$ cat src/rtl/ahb_lite_master_if.sv
// ahb_lite_master_if
// Bundles the command/response port and the AHB-Lite bus of ahb_lite_master.
//
// Handshake rules:
//   cmd_* : a command transfers on a rising HCLK edge where
//           cmd_valid && cmd_ready. The command fields must be stable while
//           cmd_valid is high. cmd_ready never depends on cmd_valid.
//   rsp_* : rsp_valid is a single-cycle pulse with no backpressure. There is
//           exactly one response per accepted command, in command order.
//
// Modports:
//   master : view of the bridge (drives cmd_ready, rsp_*, AHB address/control/wdata)
//   slave  : view of the surrounding logic (drives cmd_*, HRDATA, HREADY, HRESP)
interface ahb_lite_master_if #(
  parameter int AW = 32
);
  // command port
  logic          cmd_valid;
  logic          cmd_ready;
  logic          cmd_write;
  logic [AW-1:0] cmd_addr;
  logic [1:0]    cmd_size;
  logic [31:0]   cmd_wdata;
  // response port
  logic          rsp_valid;
  logic [31:0]   rsp_rdata;
  logic          rsp_err;
  // AHB-Lite bus
  logic [AW-1:0] HADDR;
  logic [1:0]    HTRANS;
  logic          HWRITE;
  logic [2:0]    HSIZE;
  logic [2:0]    HBURST;
  logic [3:0]    HPROT;
  logic [31:0]   HWDATA;
  logic [31:0]   HRDATA;
  logic          HREADY;
  logic          HRESP;

  modport master (
    input  cmd_valid, cmd_write, cmd_addr, cmd_size, cmd_wdata,
    output cmd_ready,
    output rsp_valid, rsp_rdata, rsp_err,
    output HADDR, HTRANS, HWRITE, HSIZE, HBURST, HPROT, HWDATA,
    input  HRDATA, HREADY, HRESP
  );

  modport slave (
    output cmd_valid, cmd_write, cmd_addr, cmd_size, cmd_wdata,
    input  cmd_ready,
    input  rsp_valid, rsp_rdata, rsp_err,
    input  HADDR, HTRANS, HWRITE, HSIZE, HBURST, HPROT, HWDATA,
    output HRDATA, HREADY, HRESP
  );
endinterface

$ cat src/rtl/ahb_lite_master.sv
// ahb_lite_master
// Single-transfer AHB-Lite master: turns valid/ready commands into NONSEQ
// SINGLE transfers and returns read data / error status as a response pulse.
//
// Ports:
//   HCLK     clock
//   HRESETn  asynchronous, active-low reset
//   bus      ahb_lite_master_if.master: cmd_* in, rsp_* out, AHB-Lite bus
//
// Configuration:
//   AHB_MST_PIPE_EN  defined   : address and data phases overlap, so
//                                back-to-back commands issue with no idle cycle.
//                    undefined : one transfer in flight at a time.
//
// Structure: an address stage (AP) driving HADDR/HTRANS/HWRITE/HSIZE and a
// data stage (DP) driving HWDATA and capturing the response. A two-cycle
// ERROR response sets err_hold, which parks a pending AP as IDLE until the
// erroring transfer completes; the parked command is then reissued.
module ahb_lite_master #(
  parameter int AW = 32
) (
  input  logic              HCLK,
  input  logic              HRESETn,
  ahb_lite_master_if.master bus
);

  localparam logic [1:0] HTRANS_IDLE   = 2'b00;
  localparam logic [1:0] HTRANS_NONSEQ = 2'b10;

  // address stage
  logic          ap_valid_q, ap_valid_d;
  logic [1:0]    htrans_q, htrans_d;
  logic [AW-1:0] haddr_q, haddr_d;
  logic          hwrite_q, hwrite_d;
  logic [2:0]    hsize_q, hsize_d;
  logic [31:0]   ap_wdata_q, ap_wdata_d;
  // data stage
  logic          dp_valid_q, dp_valid_d;
  logic          dp_write_q, dp_write_d;
  logic [1:0]    dp_size_q, dp_size_d;
  logic [1:0]    dp_lane_q, dp_lane_d;
  logic [31:0]   hwdata_q, hwdata_d;
  logic          err_hold_q, err_hold_d;
  // response
  logic          rsp_valid_q, rsp_valid_d;
  logic [31:0]   rsp_rdata_q, rsp_rdata_d;
  logic          rsp_err_q, rsp_err_d;

  logic          cmd_ready_int;
  logic          cmd_fire;
  logic          ap_adv;
  logic          dp_done;
  logic [1:0]    size_norm;
  logic [AW-1:0] addr_aligned;
  logic [31:0]   wdata_rep;
  logic [31:0]   rdata_lane;

`ifdef AHB_MST_PIPE_EN
  assign cmd_ready_int = !err_hold_q && (!ap_valid_q || bus.HREADY);
`else
  assign cmd_ready_int = !ap_valid_q && !dp_valid_q && !err_hold_q;
`endif

  assign cmd_fire = bus.cmd_valid && cmd_ready_int;
  // An AP only completes while it is actually driven as NONSEQ; a parked
  // (IDLE) AP must not slip into the data stage on the error's HREADY edge.
  assign ap_adv   = ap_valid_q && (htrans_q == HTRANS_NONSEQ) && bus.HREADY;
  assign dp_done  = dp_valid_q && bus.HREADY;

  // Command decode: size 3 behaves as a word; address low bits cleared to
  // the transfer size; write data replicated across byte lanes.
  always_comb begin
    size_norm = (bus.cmd_size == 2'd3) ? 2'd2 : bus.cmd_size;
    case (size_norm)
      2'd0: begin
        addr_aligned = bus.cmd_addr;
        wdata_rep    = {4{bus.cmd_wdata[7:0]}};
      end
      2'd1: begin
        addr_aligned = {bus.cmd_addr[AW-1:1], 1'b0};
        wdata_rep    = {2{bus.cmd_wdata[15:0]}};
      end
      default: begin
        addr_aligned = {bus.cmd_addr[AW-1:2], 2'b00};
        wdata_rep    = bus.cmd_wdata;
      end
    endcase
  end

  // Read lane extraction using the address captured into the data stage.
  always_comb begin
    case (dp_size_q)
      2'd0:    rdata_lane = {24'd0, bus.HRDATA[{dp_lane_q, 3'b000} +: 8]};
      2'd1:    rdata_lane = dp_lane_q[1] ? {16'd0, bus.HRDATA[31:16]}
                                         : {16'd0, bus.HRDATA[15:0]};
      default: rdata_lane = bus.HRDATA;
    endcase
  end

  always_comb begin
    ap_valid_d  = ap_valid_q;
    haddr_d     = haddr_q;
    hwrite_d    = hwrite_q;
    hsize_d     = hsize_q;
    ap_wdata_d  = ap_wdata_q;
    dp_valid_d  = dp_valid_q;
    dp_write_d  = dp_write_q;
    dp_size_d   = dp_size_q;
    dp_lane_d   = dp_lane_q;
    hwdata_d    = hwdata_q;
    err_hold_d  = err_hold_q;
    htrans_d    = HTRANS_IDLE;
    rsp_valid_d = 1'b0;
    rsp_err_d   = 1'b0;
    rsp_rdata_d = '0;

    // Address stage: drain on completion, refill from an accepted command
    // (both can happen on the same edge for back-to-back issue).
    if (ap_adv) ap_valid_d = 1'b0;
    if (cmd_fire) begin
      ap_valid_d = 1'b1;
      haddr_d    = addr_aligned;
      hwrite_d   = bus.cmd_write;
      hsize_d    = {1'b0, size_norm};
      ap_wdata_d = wdata_rep;
    end

    // Data stage
    if (dp_done) dp_valid_d = 1'b0;
    if (ap_adv) begin
      dp_valid_d = 1'b1;
      dp_write_d = hwrite_q;
      dp_size_d  = hsize_q[1:0];
      dp_lane_d  = haddr_q[1:0];
      if (hwrite_q) hwdata_d = ap_wdata_q;
    end

    // err_hold covers the second ERROR cycle only: set by the first cycle
    // (HRESP=1, HREADY=0), released when the data stage completes.
    if (err_hold_q) err_hold_d = !dp_done;
    else            err_hold_d = dp_valid_q && bus.HRESP && !bus.HREADY;

    // A pending AP is shown as IDLE while err_hold is set, then re-driven.
    if (ap_valid_d && !err_hold_d) htrans_d = HTRANS_NONSEQ;

    if (dp_done) begin
      rsp_valid_d = 1'b1;
      rsp_err_d   = bus.HRESP;
      if (!dp_write_q) rsp_rdata_d = rdata_lane;
    end
  end

  always_ff @(posedge HCLK or negedge HRESETn) begin
    if (!HRESETn) begin
      ap_valid_q  <= 1'b0;
      htrans_q    <= HTRANS_IDLE;
      haddr_q     <= '0;
      hwrite_q    <= 1'b0;
      hsize_q     <= 3'b000;
      ap_wdata_q  <= '0;
      dp_valid_q  <= 1'b0;
      dp_write_q  <= 1'b0;
      dp_size_q   <= 2'b00;
      dp_lane_q   <= 2'b00;
      hwdata_q    <= '0;
      err_hold_q  <= 1'b0;
      rsp_valid_q <= 1'b0;
      rsp_rdata_q <= '0;
      rsp_err_q   <= 1'b0;
    end else begin
      ap_valid_q  <= ap_valid_d;
      htrans_q    <= htrans_d;
      haddr_q     <= haddr_d;
      hwrite_q    <= hwrite_d;
      hsize_q     <= hsize_d;
      ap_wdata_q  <= ap_wdata_d;
      dp_valid_q  <= dp_valid_d;
      dp_write_q  <= dp_write_d;
      dp_size_q   <= dp_size_d;
      dp_lane_q   <= dp_lane_d;
      hwdata_q    <= hwdata_d;
      err_hold_q  <= err_hold_d;
      rsp_valid_q <= rsp_valid_d;
      rsp_rdata_q <= rsp_rdata_d;
      rsp_err_q   <= rsp_err_d;
    end
  end

  assign bus.cmd_ready = cmd_ready_int;
  assign bus.rsp_valid = rsp_valid_q;
  assign bus.rsp_rdata = rsp_rdata_q;
  assign bus.rsp_err   = rsp_err_q;
  assign bus.HADDR     = haddr_q;
  assign bus.HTRANS    = htrans_q;
  assign bus.HWRITE    = hwrite_q;
  assign bus.HSIZE     = hsize_q;
  assign bus.HBURST    = 3'b000;
  assign bus.HPROT     = 4'b0011;
  assign bus.HWDATA    = hwdata_q;

endmodule

$ cat src/flat_wrapper.sv
// flat-port wrapper written by rule: the top's interface ports become plain ports
module ahb_lite_master_flat 
#(
  parameter int AW = 32
)
  (HCLK, HRESETn, bus_cmd_valid, bus_cmd_write, bus_cmd_addr, bus_cmd_size, bus_cmd_wdata, bus_cmd_ready, bus_rsp_valid, bus_rsp_rdata, bus_rsp_err, bus_HADDR, bus_HTRANS, bus_HWRITE, bus_HSIZE, bus_HBURST, bus_HPROT, bus_HWDATA, bus_HRDATA, bus_HREADY, bus_HRESP);
  ahb_lite_master_if #(.AW(AW)) bus_i ();
  input  logic HCLK;
  input  logic HRESETn;
  input wire logic [$bits(bus_i.cmd_valid)-1:0] bus_cmd_valid;
  input wire logic [$bits(bus_i.cmd_write)-1:0] bus_cmd_write;
  input wire logic [$bits(bus_i.cmd_addr)-1:0] bus_cmd_addr;
  input wire logic [$bits(bus_i.cmd_size)-1:0] bus_cmd_size;
  input wire logic [$bits(bus_i.cmd_wdata)-1:0] bus_cmd_wdata;
  output wire logic [$bits(bus_i.cmd_ready)-1:0] bus_cmd_ready;
  output wire logic [$bits(bus_i.rsp_valid)-1:0] bus_rsp_valid;
  output wire logic [$bits(bus_i.rsp_rdata)-1:0] bus_rsp_rdata;
  output wire logic [$bits(bus_i.rsp_err)-1:0] bus_rsp_err;
  output wire logic [$bits(bus_i.HADDR)-1:0] bus_HADDR;
  output wire logic [$bits(bus_i.HTRANS)-1:0] bus_HTRANS;
  output wire logic [$bits(bus_i.HWRITE)-1:0] bus_HWRITE;
  output wire logic [$bits(bus_i.HSIZE)-1:0] bus_HSIZE;
  output wire logic [$bits(bus_i.HBURST)-1:0] bus_HBURST;
  output wire logic [$bits(bus_i.HPROT)-1:0] bus_HPROT;
  output wire logic [$bits(bus_i.HWDATA)-1:0] bus_HWDATA;
  input wire logic [$bits(bus_i.HRDATA)-1:0] bus_HRDATA;
  input wire logic [$bits(bus_i.HREADY)-1:0] bus_HREADY;
  input wire logic [$bits(bus_i.HRESP)-1:0] bus_HRESP;
  assign bus_i.cmd_valid = bus_cmd_valid;
  assign bus_i.cmd_write = bus_cmd_write;
  assign bus_i.cmd_addr = bus_cmd_addr;
  assign bus_i.cmd_size = bus_cmd_size;
  assign bus_i.cmd_wdata = bus_cmd_wdata;
  assign bus_cmd_ready = bus_i.cmd_ready;
  assign bus_rsp_valid = bus_i.rsp_valid;
  assign bus_rsp_rdata = bus_i.rsp_rdata;
  assign bus_rsp_err = bus_i.rsp_err;
  assign bus_HADDR = bus_i.HADDR;
  assign bus_HTRANS = bus_i.HTRANS;
  assign bus_HWRITE = bus_i.HWRITE;
  assign bus_HSIZE = bus_i.HSIZE;
  assign bus_HBURST = bus_i.HBURST;
  assign bus_HPROT = bus_i.HPROT;
  assign bus_HWDATA = bus_i.HWDATA;
  assign bus_i.HRDATA = bus_HRDATA;
  assign bus_i.HREADY = bus_HREADY;
  assign bus_i.HRESP = bus_HRESP;
  ahb_lite_master #(.AW(AW)) u_core (.HCLK(HCLK), .HRESETn(HRESETn), .bus(bus_i));
endmodule
$ cat config.mk
export PLATFORM = sky130hd
export DESIGN_NAME = ahb_lite_master_flat
export DESIGN_NICKNAME = d
export VERILOG_FILES = /design/src/rtl/ahb_lite_master_if.sv /design/src/rtl/ahb_lite_master.sv /design/src/flat_wrapper.sv
export SDC_FILE = /design/constraint.sdc
export NUM_CORES = 1
export LEC_CHECK = 0
export ABC_AREA = 1
export BUFFER_PORTS_ARGS = -buffer_cell sky130_fd_sc_hd__buf_2
export CORE_ASPECT_RATIO = 0.7
export CORE_MARGIN = 2
export CORE_UTILIZATION = 45
export CTS_CLUSTER_DIAMETER = 200
export DETAILED_ROUTE_END_ITERATION = 8
export GPL_TIMING_DRIVEN = 1
export PLACE_DENSITY_LB_ADDON = 0.3
export SYNTH_ARGS = -nofsm -noshare
export SYNTH_HDL_FRONTEND = slang
export SYNTH_SLANG_ARGS = --single-unit
$ cat constraint.sdc
create_clock -name HCLK -period 1.1 [get_ports HCLK]
set_input_delay 0.055 -clock HCLK [delete_from_list [all_inputs] [get_ports HCLK]]
set_output_delay 0.055 -clock HCLK [all_outputs]
set_load 0.05 [all_outputs]
Yosys cells after proc, flatten, opt, wreduce, memory -nomap -nowiden
Index checks and enable logic that the tools add are counted.
{"block": "word_totals", "inputBits": 104, "register_bits": 143, "output_inout_bits": 112, "wordCells": 54}
{"block": "classes", "mux": 15, "reduce_logical": 19, "n_eq_ne": 4, "shifts": 1}
{"operator": "one-hot mux 32 bit (2 select lines)", "n": 2}
{"operator": "2-to-1 mux 32 bit", "n": 2}
{"operator": "indexed part select 32 x 6 -> 8 bit", "n": 1}
{"operator": "2-to-1 mux 16 bit", "n": 1}
{"operator": "logical AND 1 bit", "n": 9}
{"operator": "2-to-1 mux 1 bit", "n": 7}
{"operator": "logical NOT 1 bit", "n": 6}
{"operator": "== test 2 x 1 -> 1 bit, second input constant", "n": 2}
{"operator": "== test 2 bit, second input constant", "n": 2}
{"operator": "logical NOT 2 bit", "n": 2}
{"operator": "2-to-1 mux 2 bit", "n": 2}
{"operator": "one-hot mux 2 bit (2 select lines)", "n": 1}
{"operator": "AND reduction 2 bit", "n": 1}
{"operator": "nonzero test 2 bit", "n": 1}

Longest topological paths before layout
{"block": "depth", "depth_word": 7, "depth_mapped": 9}

Worst setup path after synthesis
Ideal clock, no wire load.
{"block": "synth_path", "kind": "reg2reg", "start": "register u_core.htrans_q[1] (netlist: u_core.bus.HTRANS[1])", "end": "register u_core.hwdata_q[0] (netlist: u_core.bus.HWDATA[0])", "setup_ns": 0.122, "n_path_buf": 1, "required_time_ns": 0.978, "arrival_time_ns": 1.280, "path_stages_with_launch": 7, "slack_ns": -0.302, "path_cell_list": "dfrtp_1 -> nand3_2 -> inv_2 -> nand2_4 -> buf_4 -> nand2_1 -> o21ai_1"}
{"block": "synth_between", "elab_chain_cells": 4}
{"element": "start, declared", "line_no": "ahb_lite_master.sv:32", "rtl": "logic [1:0] htrans_q, htrans_d;"}
{"element": "start signal, assigned", "line_no": "ahb_lite_master.sv:172", "rtl": "htrans_q <= htrans_d;"}
{"element": "== test 2 bit", "line_no": "ahb_lite_master.sv:67", "rtl": "assign ap_adv = ap_valid_q && (htrans_q == HTRANS_NONSEQ) && bus.HREADY;"}
{"element": "logical AND 1 bit (2 in a row)", "line_no": "ahb_lite_master.sv:67"}
{"element": "AND reduction 2 bit (no line)"}
{"element": "end signal, assigned", "line_no": "ahb_lite_master.sv:181", "rtl": "hwdata_q <= hwdata_d;"}
{"element": "end, declared", "line_no": "ahb_lite_master.sv:42", "rtl": "logic [31:0] hwdata_q, hwdata_d;"}
No other way between the ends.
A chain may end at the register's enable or synchronous reset.

Worst setup path in the final report
{"block": "layout_path", "start": "register u_core.dp_valid_q", "end": "output port bus_cmd_ready"}
{"block": "layout_between", "elab_chain_cells": 3}
{"element": "start, declared", "line_no": "ahb_lite_master.sv:38", "rtl": "logic dp_valid_q, dp_valid_d;"}
{"element": "start signal, assigned", "line_no": "ahb_lite_master.sv:177", "rtl": "dp_valid_q <= dp_valid_d;"}
{"element": "logical NOT 1 bit", "line_no": "ahb_lite_master.sv:61", "rtl": "assign cmd_ready_int = !ap_valid_q && !dp_valid_q && !err_hold_q;"}
{"element": "logical AND 1 bit (2 in a row)", "line_no": "ahb_lite_master.sv:61"}
{"element": "end, declared", "line_no": "flat_wrapper.sv:15", "rtl": "output wire logic [$bits(bus_i.cmd_ready)-1:0] bus_cmd_ready;"}
No other way between the ends.

==> metrics <==
FFs w/ async S/R, synth 100%; Crit path arrival time 1270 ps; worst skew pair latency 410 ps; num rows 35; Commonest cells post-synth 319 x nand2_1, 142 x dfrtp_1, 38 x inv_1; failing checks negative setup slack; Internal 9520 µW; Final period util 120%; htree depth 4; Netlist cell types 27; Worst Reg2Reg Path Length in Cells 6; Yosys top cell by area dfrtp_1; die width 143 µm; Final nets 1133; initial antenna violation count 0; DR WL/cell 16.4 µm; Max Cap Viol 0; DR iter-0 viols 389; crit start category flop; port bufs 206; core area 13200 µm²; type of the worst setup path flop to output port; drt drc 0; synthesized area per cell 8.70 µm²; final setup vio count 137; flops & latches, synth 142; RePlAce Congestion 0.860; sequential share of the synthesized area 58.3%; number of global-route vias before repair 5585; Layout area overhead 68.1%; Net Sw Frac 22.3%; synthesized instance count 700; Setup crit end kind output port; Worst Setup SP u_core.dp_valid_q$_DFFE_PN0P_; layout cells sized above 1 44.0%; Hold Path Stages 4; RSZ-0062 raised after global routing true; TritonCTS clock tree built; CTS Buffer Depth 2; routed wire length 20100 µm; GRT overflow 0; Final Max Tran Viols 0; FF-to-FF End u_core.ap_wdata_q[20]$_DFFE_PN0P_; ys flop type dfrtp_1; logic gate share of total power 7.4%; largest net degree at the start of global routing 43; Worst Hold End u_core.ap_wdata_q[21]$_DFFE_PN0P_; Seq pwr share 42.7%; number of flops mapped to enable cells by yosys 0; Sw Pwr 2730 µW; Worst VDD drop 1.14 mV; reg2reg setup slack -220 ps; FF-to-FF Start u_core.dp_valid_q$_DFFE_PN0P_; first-pass GRT wire length 27600 µm; clock share of power 49.9%; critical path required time 1040 ps; Hold Crit Class input pin to flop; Area after DPL 7480 µm²; Die ar. 14500 µm²; synthesized area 6090 µm²; hold wc startpoint bus_cmd_wdata[21]; post-route antenna net violation count 0; CTS buffer count 17; worst-path maximum fanout 2; post-route design area 10200 µm²; top cell type's share of synthesized area 58.3%; DRT Pass-1 Iters 5; final worst setup slack -225 ps; Static Leak 0.00540 µW; dominant cell by count in the synthesized netlist nand2_1; hpwl dp 11600 µm; via/cell ratio 4.96; root buffer cell clkbuf_16; setup tns final -16480 ps; DR vias 6084; CTS sink count 142; Area contributors post-synth dfrtp_1 58%, nand2_1 20%, o21ai_0 3.0%; min Tclk post-route 1320 ps; Die H 101 µm; outcome finished, violations left; clock skew 7.60 ps; Power Density 1200 nW/µm²; Fmax achieved 0.755 GHz; Fillers 822; Tot GR Track Use 24.8%; Initial Util 46.2%; synth warn 0; CTS clk-pin slew, worst paths 60 ps; Hold Vio Cnt, Final 0; Ports 216
[cells in the final DEF (no fill, tap or decap), drive strengths merged]
| cell type | count |
|---|---|
| conb | 9 |
| diode | 1 |
| a21oi | 2 |
| nor2 | 31 |
| nand3 | 35 |
| dfrtp | 142 |
| buf | 229 |
| a22oi | 8 |
| or2 | 8 |
| nand2 | 320 |
| clkinv | 5 |
| bufinv | 4 |
| clkbuf | 48 |
| dlygate4sd3 | 85 |
| clkinvlp | 4 |
| o21ai | 57 |
| o22ai | 1 |
| inv | 45 |
| o211ai | 8 |
[critical path, stage by stage (launching register included)]
cell and delay, ps:
dfrtp_1 420, nor2_4 160, nand2_2 80, inv_2 70
buf_8 140
[per-layer routing]
| layer | wire length (µm) | up-vias | track usage (%) |
|---|---|---|---|
| met5 | 0 | - | 0 |
| met4 | 340 | 0 | 7.69 |
| met3 | 1690 | 37 | 5.53 |
| met2 | 9560 | 293 | 40.0 |
| met1 | 8480 | 2923 | 33.8 |
| li1 | - | 2831 | - |
[flip-flops by register name, summed over array words and instances, names as in the netlist, 2 cells and up]
| signal | flops |
|---|---|
| u_core.ap_wdata_q | 32 |
| u_core.bus.HADDR | 32 |
| u_core.bus.HSIZE | 2 |
| u_core.bus.HWDATA | 32 |
| u_core.bus.rsp_rdata | 32 |
| u_core.dp_lane_q | 2 |
| u_core.dp_size_q | 2 |
[logic make-up (layout without fill, tap and decap cells)]
logic type / Yosys count / in the layout / share of synthesized area, %
AND/OR/NAND/NOR: 394 / 394 / 26.1
flip-flops: 142 / 142 / 58.3
buffers and inverters: 86 / 420 / 8.32
AO/OA/AOI/OAI: 76 / 76 / 7.17
other: 2 / 10 / 0.123
[how the worst max path moves through the flow]
| stage | slack (ps) | endpoint | cells after the start |
|---|---|---|---|
| finish | -220 | bus_cmd_ready | 4 |
| global route | -270 | bus_cmd_ready | 4 |
| CTS | -230 | bus_cmd_ready | 4 |
| detailed placement | -240 | u_core.ap_wdata_q[26]$_DFFE_PN0P_ | 6 |
| global placement | -180 | u_core.ap_wdata_q[27]$_DFFE_PN0P_ | 6 |
| floorplan | -80 | u_core.bus.HWDATA[10]$_DFFE_PN0P_ | 6 |
[metrics by stage]
| step | worst slack [ps] | hold WS, ps | power, µW | instances | util (%) |
|---|---|---|---|---|---|
| detailed placement | -244 | -73.7 | 5890 | 1093 | 56.7 |
| floorplan | -84.6 | -241 | 5530 | 707 | - |
| CTS | -230 | 6.70 | 12200 | 1216 | 69.9 |
| finish | -225 | 24.1 | 12200 | 1227 | 77.7 |
| global route | -270 | 32.2 | 12600 | 1226 | 77.7 |
| global placement | -185 | -71.4 | 5890 | 1093 | 56.7 |
[repair_timing]
| item | CTS | global route |
|---|---|---|
| hold buffers | 85 | 0 |
| gates cloned | 3 | 7 |
| gates resized for setup | 52 | 295 |
| pin swaps | 4 | 58 |
| endpoints found under the setup margin | 150 | 174 |
| endpoints found under the hold margin | 230 | 0 |
| setup buffers | 4 | 6 |
[final cells by class]
cell class,instances,area [µm²],area share [%]
Antenna cell,1,2.50,0.0244
Sequential cell,142,3560,34.8
Timing Repair inverter,1,6.26,0.0611
Clock inverter,13,190,1.86
Clock buffer,18,439,4.29
Tap cell,185,231,2.26
Timing Repair Buffer,344,2910,28.4
Multi-Input combinational cell,479,2700,26.4
Inverter,44,195,1.91
[power groups by stage]
stage | sequential (µW) | clock (µW) | combinational (µW)
2_1_floorplan | 5320 | 0 | 211
3_3_place_gp | 5320 | 0 | 571
3_5_place_dp | 5320 | 0 | 571
4_1_cts | 5220 | 6150 | 812
5_1_grt | 5220 | 6390 | 977
6_report | 5220 | 6110 | 909
No activity file was read; power rests on OpenSTA's default activity.
